==> config.mk <==
export PLATFORM = sky130hd
export DESIGN_NAME = seq_detect_ctrl
export DESIGN_NICKNAME = d
export VERILOG_FILES = /design/src/rtl/seq_detect_ctrl.sv
export SDC_FILE = /design/constraint.sdc
export NUM_CORES = 1
export LEC_CHECK = 0
export ABC_AREA = 1
export CELL_PAD_IN_SITES_DETAIL_PLACEMENT = 1
export CELL_PAD_IN_SITES_GLOBAL_PLACEMENT = 1
export CORE_MARGIN = 10
export CORE_UTILIZATION = 34
export CTS_CLUSTER_SIZE = 10
export DETAILED_ROUTE_END_ITERATION = 8
export GPL_ROUTABILITY_DRIVEN = 0
export PLACE_DENSITY = 0.81
export SYNTH_ARGS = -nofsm -noshare
export SYNTH_HDL_FRONTEND = slang
export SYNTH_SLANG_ARGS = --single-unit
==> constraint.sdc <==
create_clock -name clk -period 2.9 [get_ports clk]
set_input_delay 0.58 -clock clk [delete_from_list [all_inputs] [get_ports clk]]
set_output_delay 0.58 -clock clk [all_outputs]
set_load 0.05 [all_outputs]
==> src/rtl/seq_detect_ctrl.sv <==
// seq_detect_ctrl
//   Frame scheduler for a serial "1101" Mealy sequence detector. A parallel
//   frame is accepted over a valid/ready handshake, the detector is cleared
//   for one cycle, then the frame is streamed MSB-first into the detector,
//   one bit per clock. Detector hits are counted (saturating) and the total
//   is reported with a one-cycle done pulse.
//
// Ports
//   clk          in   rising-edge clock
//   rst          in   synchronous, active-high reset
//   frame_valid  in   frame_data valid this cycle
//   frame_data   in   FRAME_W-bit frame, bit FRAME_W-1 sent first
//   frame_ready  out  controller can accept a frame (IDLE, not in reset)
//   det_rst      out  detector reset (reset or CLEAR)
//   det_din      out  detector serial input
//   det_y        in   detector Mealy output
//   busy         out  frame in progress (CLEAR or SHIFT)
//   done         out  one-cycle pulse, match_count final
//   match_count  out  matches in last frame, held until next accept
module seq_detect_ctrl #(
  parameter int FRAME_W = 16,
  parameter int CNT_W   = 5
) (
  input  logic               clk,
  input  logic               rst,
  input  logic               frame_valid,
  input  logic [FRAME_W-1:0] frame_data,
  output logic               frame_ready,
  output logic               det_rst,
  output logic               det_din,
  input  logic               det_y,
  output logic               busy,
  output logic               done,
  output logic [CNT_W-1:0]   match_count
);

  localparam int BCW = (FRAME_W > 1) ? $clog2(FRAME_W) : 1;

  localparam logic [1:0] ST_IDLE  = 2'd0;
  localparam logic [1:0] ST_CLEAR = 2'd1;
  localparam logic [1:0] ST_SHIFT = 2'd2;
  localparam logic [1:0] ST_DONE  = 2'd3;

  localparam logic [BCW-1:0] LAST_BIT = BCW'(FRAME_W - 1);

  logic [1:0]         state;
  logic [FRAME_W-1:0] shreg;
  logic [BCW-1:0]     bit_cnt;

  always_ff @(posedge clk) begin
    if (rst) begin
      state       <= ST_IDLE;
      shreg       <= '0;
      bit_cnt     <= '0;
      match_count <= '0;
    end else begin
      case (state)
        ST_IDLE: begin
          if (frame_valid) begin
            shreg       <= frame_data;
            match_count <= '0;
            bit_cnt     <= '0;
            state       <= ST_CLEAR;
          end
        end
        ST_CLEAR: begin
          state <= ST_SHIFT;
        end
        ST_SHIFT: begin
          // det_y is the detector's response to the bit currently on det_din
          if (det_y && (match_count != '1)) begin
            match_count <= match_count + CNT_W'(1);
          end
          shreg   <= {shreg[FRAME_W-2:0], 1'b0};
          bit_cnt <= bit_cnt + BCW'(1);
          if (bit_cnt == LAST_BIT) begin
            state <= ST_DONE;
          end
        end
        ST_DONE: begin
          state <= ST_IDLE;
        end
        default: begin
          state <= ST_IDLE;
        end
      endcase
    end
  end

  // Outputs depend only on state, registers and rst; frame_valid and det_y
  // never reach an output combinationally.
  always_comb begin
    frame_ready = (state == ST_IDLE) && !rst;
    det_rst     = rst || (state == ST_CLEAR);
    det_din     = (state == ST_SHIFT) ? shreg[FRAME_W-1] : 1'b0;
    busy        = (state == ST_CLEAR) || (state == ST_SHIFT);
    done        = (state == ST_DONE);
  end

endmodule
==> impl_metrics.ini <==
[synth]
synth_sequential_area_ratio = 0.389
yosys.area.top_type_share = 0.389
synth_nets = 217
yosys.area.top_type = sky130_fd_sc_hd__dfxtp_1
syn-cell-area_mm2 = 0.00139
synth_seq_cells = 27
postSynthCellCount = 189
synth.lib_cells_used.distinct = 17
yosysWarningCount = 0
synth_area_leaders = sky130_fd_sc_hd__dfxtp_1, sky130_fd_sc_hd__nand2_1, sky130_fd_sc_hd__o211a_1
avgSynthCellArea_um2 = 7.35

[timing]
setup_tns_ps = 0
worst_slew_pin_slew_ps = 663
hold_violation_count_in_the_final_report = 0
setup_viol_count_final = 0
layout_min_cycle_time_ps = 2450
timing.final.max_slew_violations = 0
grt_setup_unrepaired = false
fmaxAchievable_mhz = 407
worst_setup_skew_after_layout_ps = 7.35
worst_slack_ps = 446
timing.slew.headroom = 0.557
final_clock_period_utilization_by_the_worst_path = 0.846

[routing]
drtPass1Iterations = 4
drt-total-wl_mm = 3.26
drt_drc_violations_left = 0
detail_route.iter0.violations = 56
post_drt_via_cell_ratio = 4.81
via_count = 1271
avgRoutedWirePerCell_um = 12.3
number_of_nets_still_failing_antenna_checks_after_routing = 0

[worst_setup_path]
crit_path_end_kind = output port
slowest_cp_cell = sky130_fd_sc_hd__clkdlybuf4s50_1
regToRegSetupSlack_ps = 800
maximum_net_fanout_on_the_critical_path = 4
worst_path_largest_cell_delay_ps = 800
timing.setup.critical_path_class = flop to output port
cp.arrival_ps = 1870
timing.critical_path.required_ps = 2320
timing.critical_path.from_type = flop
timing.critical_path.cells = inv_1, ha_1, clkdlybuf4s50_1

[global_route]
grt_usage = 0.0887
grt_pass1_vias = 1243
initial_antenna_violation_count = 0
grt-ovfl-total = 0
wire_length_of_the_first_global_routing_pass_mm = 5.54
pin_count_of_the_biggest_net_entering_global_routing = 35

[final_layout]
final_util = 0.437
final_cell_mix = sky130_fd_sc_hd__nand2_1, sky130_fd_sc_hd__dfxtp_1, sky130_fd_sc_hd__clkdlybuf4s50_1
antenna-diode-count = 0
layout_commonest_cell = sky130_fd_sc_hd__nand2_1
syn_to_final_growth_pct = 25.0
finish.net_count = 243
fillCellCount = 501
layout.cells.non_filler = 264
drive_above_1_share = 0.0561

[pwr]
power_per_cell_area_mw_per_mm2 = 915
peakVddDrop_mv = 0.359
power.static_leakage_nw = 0.849
fin_total_pwr_mw = 1.59

[floorplan]
placeableCoreArea_mm2 = 0.00397
dieArea_mm2 = 0.00704
floorplan.initialDensity = 0.350
fp.dieH_um = 83.9
num_io_pins = 30
die_width_um = 83.9
placementRows = 23

[clock_network]
clk_path_buf_depth = 2
clock-root-buffer = sky130_fd_sc_hd__clkbuf_8
post_cts_resized = 0
cts_bufs_inserted = 3
worst_setup_hold_path_clk_slew_ps = 90
clock_tree.htree_level_count = 1
numClockSinks = 27
clock_latency_ps = 270
cts_tree = built
post-cts-setup-buffer-count = 0
holdBufCountCts = 0

[hold_path]
hold_path_class = flop to flop

[flow_run]
maxcap_violations = 0

[placed_design]
port_buffers = 29
numPlacedInstances = 260
detailed_place_hpwl_mm = 2.41
placement.setup.worst_slack_ps = 694

[outcome]
status = complete, no violations
-- kinds of logic (layout without fill, tap and decap cells) --
group | count (synthesis) | count (layout) | synth area share
AOI/OAI and AO/OA | 26 | 26 | 0.148
adders and majority gates | 8 | 8 | 0.0721
buffers and inverters | 24 | 49 | 0.0811
DFF | 27 | 27 | 0.389
and+or+nand+nor | 104 | 104 | 0.310
-- through the flow --
step	hold WS (ps)	cell area, um^2
2_1_floorplan	438	1390
3_3_place_gp	472	1690
3_5_place_dp	466	1690
4_1_cts	480	1740
5_1_grt	513	1740
6_report	475	1740
-- where the power goes --
| part | internal, mW | switching, mW |
|---|---|---|
| combinational | 0.284 | 0.521 |
| clock | 0.0963 | 0.120 |
| sequential | 0.493 | 0.0747 |
| total | 0.873 | 0.715 |
-- cells in the mapped netlist --
cell / count
sky130_fd_sc_hd__ha_1: 8
sky130_fd_sc_hd__nand2_1: 62
sky130_fd_sc_hd__dfxtp_1: 27
sky130_fd_sc_hd__buf_2: 6
sky130_fd_sc_hd__clkbuf_1: 2
sky130_fd_sc_hd__a21oi_1: 8
sky130_fd_sc_hd__o21ai_0: 3
sky130_fd_sc_hd__or2_2: 1
sky130_fd_sc_hd__nand2_2: 1
sky130_fd_sc_hd__nand4_1: 1
sky130_fd_sc_hd__o211a_1: 15
sky130_fd_sc_hd__inv_1: 13
sky130_fd_sc_hd__inv_2: 1
sky130_fd_sc_hd__nand3b_1: 1
sky130_fd_sc_hd__nand3_1: 23
sky130_fd_sc_hd__buf_6: 2
sky130_fd_sc_hd__nor2_1: 15
-- area by class of cell --
type,count,area (um^2),area share
Clock buffer,3,41.3,0.0238
Clock inverter,1,5.00,0.00288
Inverter,14,52.6,0.0303
Multi-Input combinational cell,138,736,0.424
Sequential cell,27,541,0.311
Tap cell,50,62.6,0.0360
Timing Repair Buffer,31,298,0.172
-- registers in the layout, summed over array words and instances (netlist names) --
name,count
bit_cnt,4
match_count,5
shreg,16
state,2
-- worst paths after layout --
path                                            start  cells after the start                 endpoint
worst max register to register  state[0]$_SDFFE_PP0P_                      9  bit_cnt[3]$_SDFFE_PP0P_
worst min register to register  shreg[0]$_SDFFE_PP0P_                      2    shreg[0]$_SDFFE_PP0P_
worst max-delay path            state[0]$_SDFFE_PP0P_                      3                     busy
worst min-delay path            shreg[0]$_SDFFE_PP0P_                      2    shreg[0]$_SDFFE_PP0P_
-- critical path: cells and delay by family, from the launching register on --
family / cells / cell delay (ps)
adders and majority gates: 1 / 310
buffers and inverters: 2 / 910
DFF: 1 / 380
-- routing by layer --
metal  share of wire  vias to the layer above  track usage
met3           0.029                        2       0.0225
met4          0.0043                        0       0.0228
li1                -                      669            -
met2            0.47                       14        0.148
met1            0.50                      586        0.110
met5               0                        -            0
(Power assumes the default switching activity.)
